**src/rtl/priority_encoder_arb_pkg.sv**
```systemverilog
// Shared types and constants for the registered priority encoder / arbiter.
// Holds the mode encodings, the FSM state type and a constant-width helper.
package prio_enc_pkg;

  localparam logic MODE_FIXED = 1'b0;
  localparam logic MODE_RR    = 1'b1;

  typedef enum logic {
    IDLE    = 1'b0,
    PRESENT = 1'b1
  } state_e;

  function automatic int clog2(input int value);
    int r;
    r = 0;
    while ((1 << r) < value) begin
      r = r + 1;
    end
    return r;
  endfunction

endpackage

```
**src/rtl/priority_encoder_n.sv**
```systemverilog
// Combinational N-input priority encoder: the highest set index wins.
// gs flags that at least one input is set; enc is 0 when none is.
module priority_encoder_n
  import prio_enc_pkg::*;
#(
  parameter  int N = 32,
  localparam int W = clog2(N)
) (
  input  logic [N-1:0] dec,
  output logic [W-1:0] enc,
  output logic         gs
);

  // Ascending scan so the last (highest) set bit overwrites earlier hits.
  always_comb begin
    enc = '0;
    gs  = 1'b0;
    for (int i = 0; i < N; i++) begin
      enc = dec[i] ? W'(i) : enc;
      gs  = gs | dec[i];
    end
  end

endmodule

```
**src/rtl/priority_encoder_arb.sv**
```systemverilog
// Registered request funnel: pending latch, enable mask, fixed-priority or
// round-robin winner selection, presented on a valid/ready output.
module priority_encoder_arb
  import prio_enc_pkg::*;
#(
  parameter  int N = 32,
  localparam int W = clog2(N)
) (
  input  logic         clk,
  input  logic         rst_n,
  input  logic [N-1:0] req_i,
  input  logic [N-1:0] mask_i,
  input  logic [N-1:0] clr_i,
  input  logic         rr_mode_i,
  output logic         out_valid_o,
  input  logic         out_ready_i,
  output logic [W-1:0] out_idx_o,
  output logic [N-1:0] pending_o,
  output logic         any_o
);

  state_e         state_q;
  logic [N-1:0]   pending_q;
  logic [N-1:0]   pending_d;
  logic           out_valid_q;
  logic [W-1:0]   out_idx_q;
  logic [W-1:0]   ptr_q;
  logic           mode_q;

  logic [N-1:0]   cand_s;
  logic [N-1:0]   below_s;
  logic [N-1:0]   acc_s;
  logic [W-1:0]   enc_lo_s;
  logic [W-1:0]   enc_all_s;
  logic [W-1:0]   win_s;
  logic           gs_lo_s;
  logic           gs_all_s;

  assign cand_s = pending_q & mask_i;

  // Channels strictly below the round-robin pointer.
  always_comb begin
    below_s = '0;
    for (int i = 0; i < N; i++) begin
      below_s[i] = (i < int'(ptr_q));
    end
  end

  // One-hot of the index being accepted this cycle.
  always_comb begin
    if (out_valid_q && out_ready_i) begin
      acc_s = {{(N-1){1'b0}}, 1'b1} << out_idx_q;
    end else begin
      acc_s = '0;
    end
  end

  // A fresh request survives its own accept; a clear beats everything.
  assign pending_d = ((pending_q & ~acc_s) | req_i) & ~clr_i;

  priority_encoder_n #(.N(N)) u_enc_lo (
    .dec (cand_s & below_s),
    .enc (enc_lo_s),
    .gs  (gs_lo_s)
  );

  priority_encoder_n #(.N(N)) u_enc_all (
    .dec (cand_s),
    .enc (enc_all_s),
    .gs  (gs_all_s)
  );

  // Round-robin falls back to the overall winner when nothing sits below ptr.
  always_comb begin
    if ((rr_mode_i == MODE_RR) && gs_lo_s) begin
      win_s = enc_lo_s;
    end else begin
      win_s = enc_all_s;
    end
  end

  // Pending register plus the grant FSM with its registered outputs.
  always_ff @(posedge clk or negedge rst_n) begin
    if (!rst_n) begin
      state_q     <= IDLE;
      pending_q   <= '0;
      out_valid_q <= 1'b0;
      out_idx_q   <= '0;
      ptr_q       <= '0;
      mode_q      <= MODE_FIXED;
    end else begin
      pending_q <= pending_d;
      case (state_q)
        IDLE: begin
          if (gs_all_s) begin
            out_idx_q   <= win_s;
            out_valid_q <= 1'b1;
            mode_q      <= rr_mode_i;
            state_q     <= PRESENT;
          end else begin
            out_valid_q <= 1'b0;
          end
        end
        PRESENT: begin
          if (out_ready_i) begin
            out_valid_q <= 1'b0;
            state_q     <= IDLE;
            if (mode_q == MODE_RR) begin
              ptr_q <= out_idx_q;
            end
          end
        end
        default: begin
          out_valid_q <= 1'b0;
          state_q     <= IDLE;
        end
      endcase
    end
  end

  assign out_valid_o = out_valid_q;
  assign out_idx_o   = out_idx_q;
  assign pending_o   = pending_q;
  assign any_o       = |cand_s;

endmodule
```
**config.mk**
```make
export PLATFORM = sky130hd
export DESIGN_NAME = priority_encoder_arb
export DESIGN_NICKNAME = d
export VERILOG_FILES = /design/src/rtl/priority_encoder_arb_pkg.sv /design/src/rtl/priority_encoder_n.sv /design/src/rtl/priority_encoder_arb.sv
export SDC_FILE = /design/constraint.sdc
export NUM_CORES = 1
export LEC_CHECK = 0
export ABC_AREA = 1
export BUFFER_PORTS_ARGS = -buffer_cell sky130_fd_sc_hd__buf_2
export CORE_MARGIN = 8
export CORE_UTILIZATION = 49
export CTS_CLUSTER_SIZE = 24
export DETAILED_ROUTE_END_ITERATION = 8
export GPL_TIMING_DRIVEN = 0
export PLACE_DENSITY = 0.88
export SYNTH_ARGS = -nofsm -noshare
export SYNTH_HDL_FRONTEND = slang
export SYNTH_HIERARCHICAL = 1
export SYNTH_SLANG_ARGS = --single-unit
```
**constraint.sdc**
```tcl
create_clock -name clk -period 3.07 [get_ports clk]
set_input_delay 0.4605 -clock clk [delete_from_list [all_inputs] [get_ports clk]]
set_output_delay 0.4605 -clock clk [all_outputs]
set_load 0.1 [all_outputs]
```
After elaboration in Yosys (flattened, before gate mapping)
Index checks and enable logic that the tools add are counted.
{ "classes": {"magnitude_cmp": 31, "n_reduce_logical": 5, "bitwise": 70, "eq_ne": 1, "muxes": 69, "shifts": 1} }
{ "op_table": {"columns": ["operator", "count"], "rows": [
  ["two-way mux 5 bit", 61],
  ["AND 32 bit", 3],
  ["less-than comparator 5 bit, first input constant", 15],
  ["inverter 32 bit", 2],
  ["bitwise OR 1 bit", 62],
  ["less-than comparator 4 x 5 -> 1 bit, first input constant", 8],
  ["AND 32 x 31 -> 32 bit", 1],
  ["two-way mux 32 bit", 1],
  ["bitwise OR 32 bit", 1],
  ["OR reduction 32 bit", 1],
  ["left shift 1 x 5 -> 32 bit, first input constant", 1],
  ["less-than comparator 3 x 5 -> 1 bit, first input constant", 4],
  ["less-than comparator 1 x 5 -> 1 bit, first input constant", 2],
  ["less-than comparator 2 x 5 -> 1 bit, first input constant", 2],
  ["two-way mux 1 bit", 5],
  ["one-hot mux 1 bit (2 select lines)", 2],
  ["AND reduction 3 bit", 1],
  ["logical AND 1 bit", 2],
  ["inequality test 2 bit, second input constant", 1],
  ["AND reduction 2 bit", 1],
  ["inverter 1 bit", 1]
]} }
{ "totals": {"out_inout_bits": 39, "word_cells": 183, "regBits": 45, "input_bits": 100} }

Logic depth before layout (Yosys ltp)
{ "logic_depth": {"depth_word": 35, "ltp_mapped": 38, "depth_no_buf": 37} }

Modules after synthesis
The synthesis kept the hierarchy.
{ "modules_own_cells": {"columns": ["mod", "area_per_inst_um2", "n_inst", "cells_each", "seq_area_each_um2"], "rows": [
  ["priority_encoder_arb", 2696.3, 1, 397, 1126.1],
  ["priority_encoder_n", 444.2, 2, 106, 0.0]
]} }

Least setup slack after synthesis
OpenSTA, ideal clock, no wires.
{ "synth_path": {"path_type": "register to register", "from": "reg pending_q[2] (netlist: pending_o[2])", "to": "reg out_idx_q[0] (netlist: out_idx_o[0])", "n_path_buf": 0, "arrival_time_ps": 2728, "required_ps": 2944, "setup_time_ps": 126, "path_stages_with_launch": 38, "period_less_slack_ps": 2855, "setup_slack_ps": 215, "cell_sequence": "dfrtp_1 -> nand2_1 -> inv_1 -> nand2_1 -> inv_1 -> inv_1 -> nand2_1 -> nand2_1 -> nand2_1 -> nand2_1 -> nand2_1 -> nand2_1 -> nand2_1 -> nand2_1 -> nand2_1 -> nand2_1 -> nand2_1 -> nand2_1 -> [2 not listed] -> nand2_1 -> nand2_1 -> nand2_1 -> nand2_1 -> nand2_1 -> nand2_1 -> nand2_1 -> nand2_1 -> nand2_1 -> nand2_1 -> nand2_1 -> nand2_1 -> nand2_1 -> nand2_1 -> nand2_1 -> nand2_1 -> nor2_1 -> o22ai_1"} }
{ "synth_between": {"word_cells_on_any_way": 125, "cone_classes": "mux: 61; bitwise: 62; reduce/logical: 2"} }
{ "synth_lines": {"columns": ["item", "line", "text"], "rows": [
  ["from (decl)", "priority_encoder_arb.sv:23", "logic [N-1:0] pending_q;"],
  ["from (signal assigned)", "priority_encoder_arb.sv:92", "pending_q <= pending_d;"],
  ["AND 32 bit", "priority_encoder_arb.sv:39", "assign cand_s = pending_q & mask_i;"],
  ["via cand_s[2]", "priority_encoder_arb.sv:30", "logic [N-1:0] cand_s;"],
  ["AND 32 x 31 -> 32 bit", "priority_encoder_arb.sv:62", ".dec (cand_s & below_s),"],
  ["two-way mux 5 bit (30 in a row)", "priority_encoder_n.sv:19", "enc = dec[i] ? W'(i) : enc;"],
  ["via enc_lo_s[0]", "priority_encoder_arb.sv:33", "logic [W-1:0] enc_lo_s;"],
  ["two-way mux 5 bit", "priority_encoder_arb.sv:75", "if ((rr_mode_i == MODE_RR) && gs_lo_s) begin"],
  ["to (signal assigned)", "priority_encoder_arb.sv:96", "out_idx_q <= win_s;"],
  ["to (decl)", "priority_encoder_arb.sv:26", "logic [W-1:0] out_idx_q;"]
]} }
The timed path passes the listed nets, and every way through them passes these cells.
A chain may end at the register's enable or synchronous reset.

Final worst setup path
{ "layout_path": {"from": "reg ptr_q[2]", "to": "reg out_idx_q[2] (netlist: out_idx_o[2])"} }
{ "layout_between": {"elab_chain_cells": 35, "word_cells_on_any_way": 94, "cone_classes": "order compare: 31; mux: 30; bitwise: 32; reduce/logical: 1"} }
{ "layout_lines": {"columns": ["item", "line", "text"], "rows": [
  ["from (decl)", "priority_encoder_arb.sv:27", "logic [W-1:0] ptr_q;"],
  ["from (signal assigned)", "priority_encoder_arb.sv:109", "ptr_q <= out_idx_q;"],
  ["less-than comparator 1 x 5 -> 1 bit", "priority_encoder_arb.sv:45", "below_s[i] = (i < int'(ptr_q));"],
  ["AND 32 x 31 -> 32 bit (*)", "priority_encoder_arb.sv:62", null],
  ["bitwise OR 1 bit (29 in a row)", "priority_encoder_n.sv:20", "gs = gs | dec[i];"],
  ["bitwise OR 1 bit (*) (2 in a row)", "priority_encoder_n.sv:20", null],
  ["via gs_lo_s", "priority_encoder_arb.sv:36", "logic gs_lo_s;"],
  ["logical AND 1 bit (*)", "priority_encoder_arb.sv:75", null],
  ["two-way mux 5 bit (*)", "priority_encoder_arb.sv:75", null]
]} }
The timed path passes the listed nets; every way through them passes the cells marked *.

==> out/metrics.yaml <==
yosys:
  async_flop_share: 1.00
  ys_top_cells_by_count: "200 x nand2_1, 132 x inv_1, 67 x nor2_1, 45 x dfrtp_1, 38 x a21oi_1"
  ys_types: 29
  ys.flop_type: "dfrtp_1"
  synth_top_family_by_area: "simple AND/OR/NAND/NOR gates"
  synthAdderAreaFrac: 0
  synth_compound_area_frac: 0.136
  synth_edf_count: 0
  ys_seq_elements: 45
  yosys.area_share.simple: 0.361
  synth_mux_area_frac: 0
  ys_seq_area_frac: 0.314
  synthXorXnorAreaFrac: 0
  yosys.area.top_type: "dfrtp_1"
  synth_area_per_cell_um2: 5.89
  synth_top_area_share: 0.314
  synth_area_mm2: 0.00358
  synthTopCellsByArea: "dfrtp_1 31%, nand2_1 21%, inv_1 14%"
  syn_inst: 609
  yosysWarningCount: 6
  yosysMostFrequentCell: "nand2_1"
floorplanning:
  die-height_um: 102
  placementRows: 31
  design.core.area_mm2: 0.00718
  start_util: 0.500
  num_io_pins: 139
  die-area_mm2: 0.0103
  fp.dieW_um: 102
worst_hold_path:
  hold_path_class: "in -> reg"
  hold_start: "clr_i[30]"
clock_tree:
  clock_sinks: 45
  root_buffer: "clkbuf_8"
  cts_buffer_depth: 2
  numCtsBuffers: 5
  cts.clk_slew.worst_paths_ns: 0.08
  clk_latency_ns: 0.30
  cts_tree: "yes"
  htree_num_levels: 2
drt:
  dr.pass1.iters: 4
  wl_per_cell_um: 15.2
  vias: 4344
  wl_um: 13000
  ant_nets: 0
  drcViolationCount: 0
  drt_iter0_drc: 262
  viasPerCell: 5.06
timing:
  period_share: 0.873
  finalWorstSetupSlack_ns: 0.388
  fin_hold_ws_ns: 0.300
  max_freq_mhz: 373
  fin_crit_ns: 2.68
  tns_ns: 0
  fin_skew_ns: 0.00589
  drv_slew: 0
  slew_headroom: 0.346
  hold_viol_final: 0
  worst_slew_pin_slew_ns: 0.982
  setup_viol: 0
  rsz0062_at_grt: "false"
placed_design:
  dpl_worst_slack_ns: 0.381
  portBuffers: 138
  dpl.hpwl_um: 11100
  dpl_cell_area_mm2: 0.00440
  gp_congestion: 0.961
grt:
  grt_overflow: 0
  grt_max_degree: 46
  first_global_vias: 4373
  grt_pass1_wl_um: 20900
  gr-usage-all-layers: 0.260
  antenna_found_initial: 0
cells_and_area:
  fill_cells: 696
  drive_gt1_frac: 0.237
  nets: 858
  area_delta_synth_final_pct: 26.0
  num_antenna_cells: 0
  final_cell_area_mm2: 0.00452
run_status:
  status: "completed"
critical_path:
  reg2reg_setup_slack_ns: 0.39
  r2r_start: "ptr_q[2]"
  arrival_ns: 2.86
  rr_endpoint: "out_idx_o[2]"
  critPathKind: "reg -> reg"
  cp_data_required_time_ns: 3.25
  critPathLaunchType: "register"
  endpoint: "out_idx_o[2]"
  r2r_cells: 12
  startpoint: "ptr_q[2]"
  path_max_fanout: 6
  cp-end-kind: "register"
power_and_ir_drop:
  p_leak_nw: 2.84
  vdd_ir_drop_max_mv: 0.531
  power.density_mw_per_mm2: 708
job:
  cap_violations: 0
-- registers in the layout, summed over array words and instances, names as in the netlist --
register,count
ptr_q,5
mode_q,1
pending_o,32
out_valid_o,1
state_q,1
out_idx_o,5
-- metal layers --
layer / wire (um) / share of wire / track usage
met5: 0 / 0 / 0
met4: 482 / 0.037 / 0.115
met3: 1300 / 0.10 / 0.0653
met2: 6310 / 0.48 / 0.447
met1: 4940 / 0.38 / 0.298
-- kinds of logic after synthesis --
group,Yosys count
simple gates,317
buf+inv,156
compound gates,90
flops,45
other cells,1
-- layout make-up --
cell class | instances | area, um^2 | area share
plain buffers | 8 | 62.6 | 0.0139
clock buffers | 8 | 80.1 | 0.0177
inverters | 148 | 611 | 0.135
multi-input cells | 409 | 1800 | 0.398
flip-flops and latches | 45 | 1130 | 0.250
well taps | 99 | 124 | 0.0274
repair buffers | 141 | 713 | 0.158
-- worst min path at each step --
stage                    end  slack [ns]  depth (start not counted)
4_1_cts        pending_o[25]        0.30                          2
2_1_floorplan         mode_q        0.16                          0
3_3_place_gp          mode_q        0.47                          2
5_1_grt        pending_o[14]        0.30                          2
3_5_place_dp          mode_q        0.48                          2
6_report       pending_o[30]        0.30                          2
-- stage by stage --
stage          std cells  power (W)  utilization
2_1_floorplan        610    0.00230            -
3_3_place_gp         847    0.00274        0.614
3_5_place_dp         847    0.00277        0.614
4_1_cts              855    0.00312        0.625
5_1_grt              858    0.00341        0.629
6_report             858    0.00320        0.629
-- where the power goes --
group / internal, W / switching [W] / leakage (nW)
Combinational: 0.000534 / 0.00149 / 2.25
Sequential: 0.000708 / 0.000104 / 0.555
Clock: 0.000162 / 0.000193 / 0.0395
Total: 0.00140 / 0.00179 / 2.84
-- cells in the final DEF, fill, tap and decap left out, drive strengths merged --
| cell type | instances |
|---|---|
| inv | 144 |
| a21oi | 38 |
| buf | 149 |
| o211ai | 3 |
| o21a | 1 |
| a211oi | 2 |
| nor3 | 12 |
| conb | 2 |
| a31oi | 2 |
| nand3 | 22 |
| nor2 | 73 |
| o211a | 1 |
| bufinv | 4 |
| nand2 | 201 |
| o21bai | 2 |
| o31ai | 2 |
| o21ai | 34 |
| dfrtp | 45 |
| o22ai | 5 |
| nor3b | 1 |
| nor4 | 2 |
| nand4 | 6 |
| clkbuf | 8 |
-- critical path, cell delays in order (launching register included) --
cell and delay, ns:
dfrtp_1 0.43, nor2_1 0.20, nand2_1 0.19, o211ai_1 0.22
inv_1 0.09, nor2_1 0.20, nand2_1 0.10, nor4_1 0.41
nand3_1 0.14, nand2_1 0.18, inv_1 0.11, o21ai_0 0.19
o22ai_1 0.11
-- timing repair --
action                     4_1_cts  5_1_grt
resized for setup                0        3
setup endpoints to repair        0        1
hold buffers                     0        0
setup buffers                    0        3
No activity file was read; power rests on OpenSTA's default activity.
